$ cat src/rtl/h2u_pattern_checker_pkg.sv
// Shared definitions for the hard-drive-to-user pattern checker: read FSM
// encoding and the default incrementing-pattern constants.
package h2u_pattern_checker_pkg;

    typedef enum logic [1:0] {
        StIdle     = 2'd0,
        StActivate = 2'd1,
        StRead     = 2'd2,
        StRelease  = 2'd3
    } rd_state_e;

    localparam logic [31:0] PatternStartDefault = 32'h0000_0000;
    localparam logic [31:0] PatternStepDefault  = 32'h0000_0001;
    localparam int unsigned SizeW               = 24;

endpackage

$ cat src/rtl/h2u_pattern_checker_ppfifo_read_ctrl.sv
// Ping-pong FIFO read-side handshake: claims a full block, strobes every word
// of it back-to-back (first-word-fall-through), then hands the block back.
module h2u_pattern_checker_ppfifo_read_ctrl
    import h2u_pattern_checker_pkg::*;
(
    input  logic             clk,
    input  logic             rst,
    input  logic             enable,
    input  logic             ready,
    input  logic [SizeW-1:0] size,
    output logic             activate,
    output logic             strobe,
    output logic             busy
);

    rd_state_e        r_state;
    rd_state_e        w_state_next;
    logic [SizeW-1:0] r_blk_size;
    logic [SizeW-1:0] r_word_idx;
    logic             r_busy;
    logic             w_more;
    logic             w_last;

    assign w_more = (r_word_idx < r_blk_size);
    assign w_last = (r_word_idx == (r_blk_size - SizeW'(1)));
    assign busy   = r_busy;

    always_ff @(posedge clk or posedge rst) begin
        if (rst) begin
            r_state    <= StIdle;
            r_blk_size <= '0;
            r_word_idx <= '0;
            r_busy     <= 1'b0;
        end else begin
            r_state <= w_state_next;
            r_busy  <= (w_state_next != StIdle);
            if (r_state == StActivate) begin
                r_blk_size <= size;
                r_word_idx <= '0;
            end else if (strobe) begin
                r_word_idx <= r_word_idx + SizeW'(1);
            end
        end
    end

    always_comb begin
        w_state_next = r_state;
        activate     = 1'b0;
        strobe       = 1'b0;
        unique case (r_state)
            StIdle: begin
                // activate is always low here, so no self-reference is needed
                if (enable && ready) begin
                    w_state_next = StActivate;
                end
            end
            StActivate: begin
                activate     = 1'b1;
                w_state_next = (size == '0) ? StRelease : StRead;
            end
            StRead: begin
                activate = 1'b1;
                strobe   = w_more;
                if (!w_more || w_last) begin
                    w_state_next = StRelease;
                end
            end
            StRelease: begin
                w_state_next = StIdle;
            end
            default: begin
                w_state_next = StIdle;
            end
        endcase
    end

endmodule

$ cat config.mk
export PLATFORM = sky130hd
export DESIGN_NAME = h2u_pattern_checker_ppfifo_read_ctrl
export DESIGN_NICKNAME = d
export VERILOG_FILES = /design/src/rtl/h2u_pattern_checker_pkg.sv /design/src/rtl/h2u_pattern_checker_ppfifo_read_ctrl.sv
export SDC_FILE = /design/constraint.sdc
export NUM_CORES = 1
export LEC_CHECK = 0
export ABC_CLOCK_PERIOD_IN_PS = 7630
export BUFFER_PORTS_ARGS = -buffer_cell sky130_fd_sc_hd__buf_2
export CORE_UTILIZATION = 36
export CTS_BUF_LIST = sky130_fd_sc_hd__clkbuf_8 sky130_fd_sc_hd__clkbuf_16
export CTS_CLUSTER_DIAMETER = 150
export DETAILED_ROUTE_END_ITERATION = 10
export REMOVE_ABC_BUFFERS = 1
export SLEW_MARGIN = 40
export SYNTH_ARGS = -nofsm -noshare
export SYNTH_HDL_FRONTEND = slang
export SYNTH_SLANG_ARGS = --single-unit
$ cat constraint.sdc
create_clock -name clk -period 7.63 [get_ports clk]
set_clock_uncertainty 0.1 [all_clocks]
set_input_delay 0.763 -clock clk [delete_from_list [all_inputs] [get_ports clk]]
set_output_delay 0.763 -clock clk [all_outputs]
set_load 0.02 [all_outputs]
# Yosys cells after proc, flatten, opt, wreduce, memory -nomap -nowiden
# Index checks and enable logic that the tools add are counted.
[word_totals] out_inout_bits=3 reg_bits=51 word_cells=27
[op_classes] n_reduce_logical=8 addsub=2 order_cmp=1 n_eq_ne=4 muxes=8
[ops] operator="$mux 24" count=2
[ops] operator="$add 24x1->24 const B" count=1
[ops] operator="$eq 24x24->1" count=1
[ops] operator="$logic_not 24->1" count=1
[ops] operator="$lt 24x24->1" count=1
[ops] operator="$sub 24x1->24 const B" count=1
[ops] operator="$pmux 2 s4" count=1
[ops] operator="$eq 2x2->1 const B" count=2
[ops] operator="$mux 2" count=2
[ops] operator="$reduce_bool 2->1" count=2
[ops] operator="$mux 1" count=3
[ops] operator="$eq 2x1->1 const B" count=1
[ops] operator="$logic_not 2->1" count=1
[ops] operator="$reduce_or 2->1" count=1
[ops] operator="$logic_and 1x1->1" count=1
[ops] operator="$logic_not 1->1" count=1
[ops] operator="$logic_or 1x1->1" count=1

# Logic depth before layout (Yosys ltp)
[depth] word_depth=6 ltp_mapped=10 mapped_depth_nobuf=9

# Least setup slack after synthesis
# OpenSTA, ideal clock, no wires.
[synth_timing] path_type="reg2out" start="register r_blk_size[15]" end="output strobe" n_path_buf=0 t_arrival_ps=1793 stages_incl_launch_ff=8 required_time_ps=6767 setup_slack_ps=4974 cell_sequence="dfrtp_1 > inv_1 > ha_1 > nand2_1 > nor4_1 > o211ai_1 > nand4_1 > inv_1"
[synth_via] elab_chain_len=2
[synth_lines] item="start, declared" line="h2u_pattern_checker_ppfifo_read_ctrl.sv:18" source="logic [SizeW-1:0] r_blk_size;"
[synth_lines] item="start signal, assigned" line="h2u_pattern_checker_ppfifo_read_ctrl.sv:38" source="r_blk_size <= size;"
[synth_lines] item="$lt 24x24->1" line="h2u_pattern_checker_ppfifo_read_ctrl.sv:24" source="assign w_more = (r_word_idx < r_blk_size);"
[synth_lines] item="$mux 1" line="h2u_pattern_checker_ppfifo_read_ctrl.sv:50" source="unique case (r_state)"
[synth_lines] item="end, declared" line="h2u_pattern_checker_ppfifo_read_ctrl.sv:12" source="output logic strobe,"
# No other way between the ends.

# Worst setup path in the final report
[layout_timing] start="register r_blk_size[19]" end="output strobe"
# Same word-level chain as after synthesis.

==> results.json <==
{
  "clock_path_buffers": 2,
  "yosysSeqAreaShare_pct": 33.0,
  "grt_antenna_before_repair": 0,
  "dr.first_iter.drc_count": 190,
  "period_needed_ns": 3.45,
  "areaGrowthSynthToFinish_pct": 9.65,
  "drc": 0,
  "postCtsSetupRepairBufs": 0,
  "synth_area_leaders": "dfrtp_1 (33%), ha_1 (9.4%), o21ai_0 (6.9%)",
  "grt_max_degree": 74,
  "io_pins": 31,
  "hold_path_class": "reg2reg",
  "cts_resized": 0,
  "vias": 3622,
  "numPortBuffers": 30,
  "viasPerCell": 5.75,
  "die_w_microns": 106,
  "grt_use_total_pct": 20.2,
  "finalHoldViolCount": 0,
  "critPathLaunchType": "flip-flop",
  "power_density_mw_per_mm2": 301,
  "cp_slowest_cell": "nor4_1",
  "synthCells": 468,
  "cts_tree": "done",
  "finalCritPeriodShare_pct": 45.2,
  "ant_nets": 0,
  "cts_hold_buf": 0,
  "crit_buf_inv": 3,
  "yosysTopAreaCell": "dfrtp_1",
  "synth-edff-count": 0,
  "timing.fmax_ghz": 0.290,
  "grt_pass1_wl_microns": 17700,
  "initial_utilization_pct": 37.3,
  "critPathMaxFanout": 5,
  "clock-sinks": 51,
  "first_pass_iters": 5,
  "avgSynthCellArea_sq_um": 8.26,
  "overflow": 0,
  "crit_path_end_kind": "output pin",
  "dieArea_sq_mm": 0.0112,
  "totalWireLength_microns": 10700,
  "required_ns": 6.77,
  "cts_max_level": 2,
  "grt_pass1_vias": 3440,
  "crit_arrival_ns": 2.59,
  "dp_hpwl_microns": 8070,
  "gp_congestion": 0.881,
  "synth-seq-cells": 51,
  "async_flop_share_pct": 100,
  "max-vdd-ir-drop_mv": 0.210,
  "fin_cells": 630,
  "avgRoutedWirePerCell_microns": 17.0,
  "maxCapViolations": 0,
  "clock_latency_ns": 0.31,
  "yosysTopAreaCellShare_pct": 33.0,
  "ys.flop_type": "dfrtp_1",
  "grt_setup_unrepaired": "false",
  "drv_slew": 0,
  "numCtsBuffers": 5,
  "yosys_warnings": 0,
  "num_antenna_cells": 0,
  "nNetsFinal": 550,
  "setup_viol": 0,
  "ys_types": 51,
  "cts_root_buf": "clkbuf_8",
  "status": "finished clean",
  "slowest_delay_ns": 0.47,
  "dp_cells": 622,
  "cpLargestDelayFamily": "simple AND/OR/NAND/NOR gates",
  "worstPathCellList": "inv_1 -> ha_1 -> nand4_1 -> nor4_1 -> o211ai_1 -> nand4_1 -> inv_1 -> buf_2",
  "slew_headroom_pct": 48.7,
  "clk_pin_slew_ns": 0.10,
  "fin_setup_tns_ns": 0,
  "worstSetupPathType": "reg2out",
  "synth_area_sq_mm": 0.00386,
  "drive_above_1_share_pct": 10.1,
  "die_y_microns": 106,
  "core_sq_mm": 0.0104,
  "rows": 37,
  "p_leak_nw": 1.76,
  "tightest_slew_ns": 0.767
}
==> worst paths after layout <==
check | from | to | slack (ns) | cells past startpoint
max in group asynchronous | rst | r_word_idx[19] | 6.45 | 3
worst min-delay path | r_blk_size[23] | r_blk_size[23] | 0.49 | 2
min in group asynchronous | rst | r_blk_size[13] | 0.51 | 3
worst min register to register | r_blk_size[23] | r_blk_size[23] | 0.49 | 2
worst max register to register | r_blk_size[1] | r_word_idx[14] | 4.27 | 9
worst max-delay path | r_blk_size[19] | strobe | 4.18 | 8
==> final cells by class <==
type	instances	area (sq um)
clock buffers	7	96.3
clock inverters	1	3.75
flip-flops and latches	51	1280
fillers	1122	6130
well taps	136	170
multi-input cells	364	2370
inverters	38	143
repair buffers	33	173
==> worst min-delay path, cell delays in order, from the launching register on <==
cell and delay (ns):
dfrtp_1 0.40, inv_1 0.09, o21ai_0 0.07
==> state kept, by name (all words and copies together), names as in the netlist <==
register	count
r_word_idx	24
busy	1
r_state	2
r_blk_size	24
==> metrics by stage <==
step	power, mW	area, sq um	hold slack (ns)	setup slack [ns]	util (%)
5_1_grt	1.39	4240	0.532	3.91	40.9
4_1_cts	1.27	4240	0.484	4.16	40.9
3_5_place_dp	1.10	4140	0.469	4.36	39.9
2_1_floorplan	0.906	3790	0.438	4.94	-
6_report	1.27	4240	0.489	4.18	40.9
3_3_place_gp	1.08	4140	0.461	4.48	39.9
==> cell usage in the layout, fill, tap and decap left out, types with 3 or more instances in the layout <==
cell type and instances:
a21oi_1 34, dfrtp_1 51, o31ai_1 6, buf_2 30
o21ai_0 53, or3_1 19, nand2_1 48, nand3_1 15
a21boi_0 3, nor4_1 12, nor2_1 18, clkbuf_8 7
or4_1 11, nor4b_1 3, nor3_1 8, xnor2_1 17
and3_1 9, buf_4 3, inv_1 38, ha_1 28
xor2_1 9, a31oi_1 4, nand4_1 18, o211ai_1 5
a211oi_1 4, nor2b_1 6
==> layer usage <==
layer	wire length, microns	global-route usage [%]	part of all wire (%)	up-vias
met3	616	2.97	5.8	7
met2	5100	34.0	48	117
met5	0	0	0	-
li1	-	-	-	1761
met4	100	4.17	0.93	0
met1	4900	27.7	46	1737
==> cell families after synthesis <==
family	synth area share (%)
mux	0.518
compound gates	20.0
xor+xnor	5.89
fa+ha+maj	9.39
buf+inv	5.57
simple gates	25.6
flops	33.0
==> power breakdown <==
part / leakage [nW] / internal [mW] / switching, mW
clock network: 0.0557 / 0.0818 / 0.0940
registers: 0.662 / 0.351 / 0.117
logic: 1.04 / 0.242 / 0.388
total: 1.76 / 0.675 / 0.599
==> cells in the mapped netlist (all sizes together), types with 2 or more instances <==
library cell,number
o21ai,54
and2,2
and3,9
inv,38
nor3,8
a21o,2
or3,19
nor4b,3
buf,3
nand3,15
nand4,18
nand2b,2
nand2,48
o31ai,6
ha,29
nor2b,6
or4,13
xnor2,17
a21boi,3
nor2,18
xor2,9
and4,2
a31oi,4
a22oi,2
o211ai,5
a21oi,34
nor4,13
o22ai,2
clkbuf,12
dfrtp,51
a211oi,5
mux2i,2
a32oi,2
a2111oi,2
No activity file was read; power rests on OpenSTA's default activity.
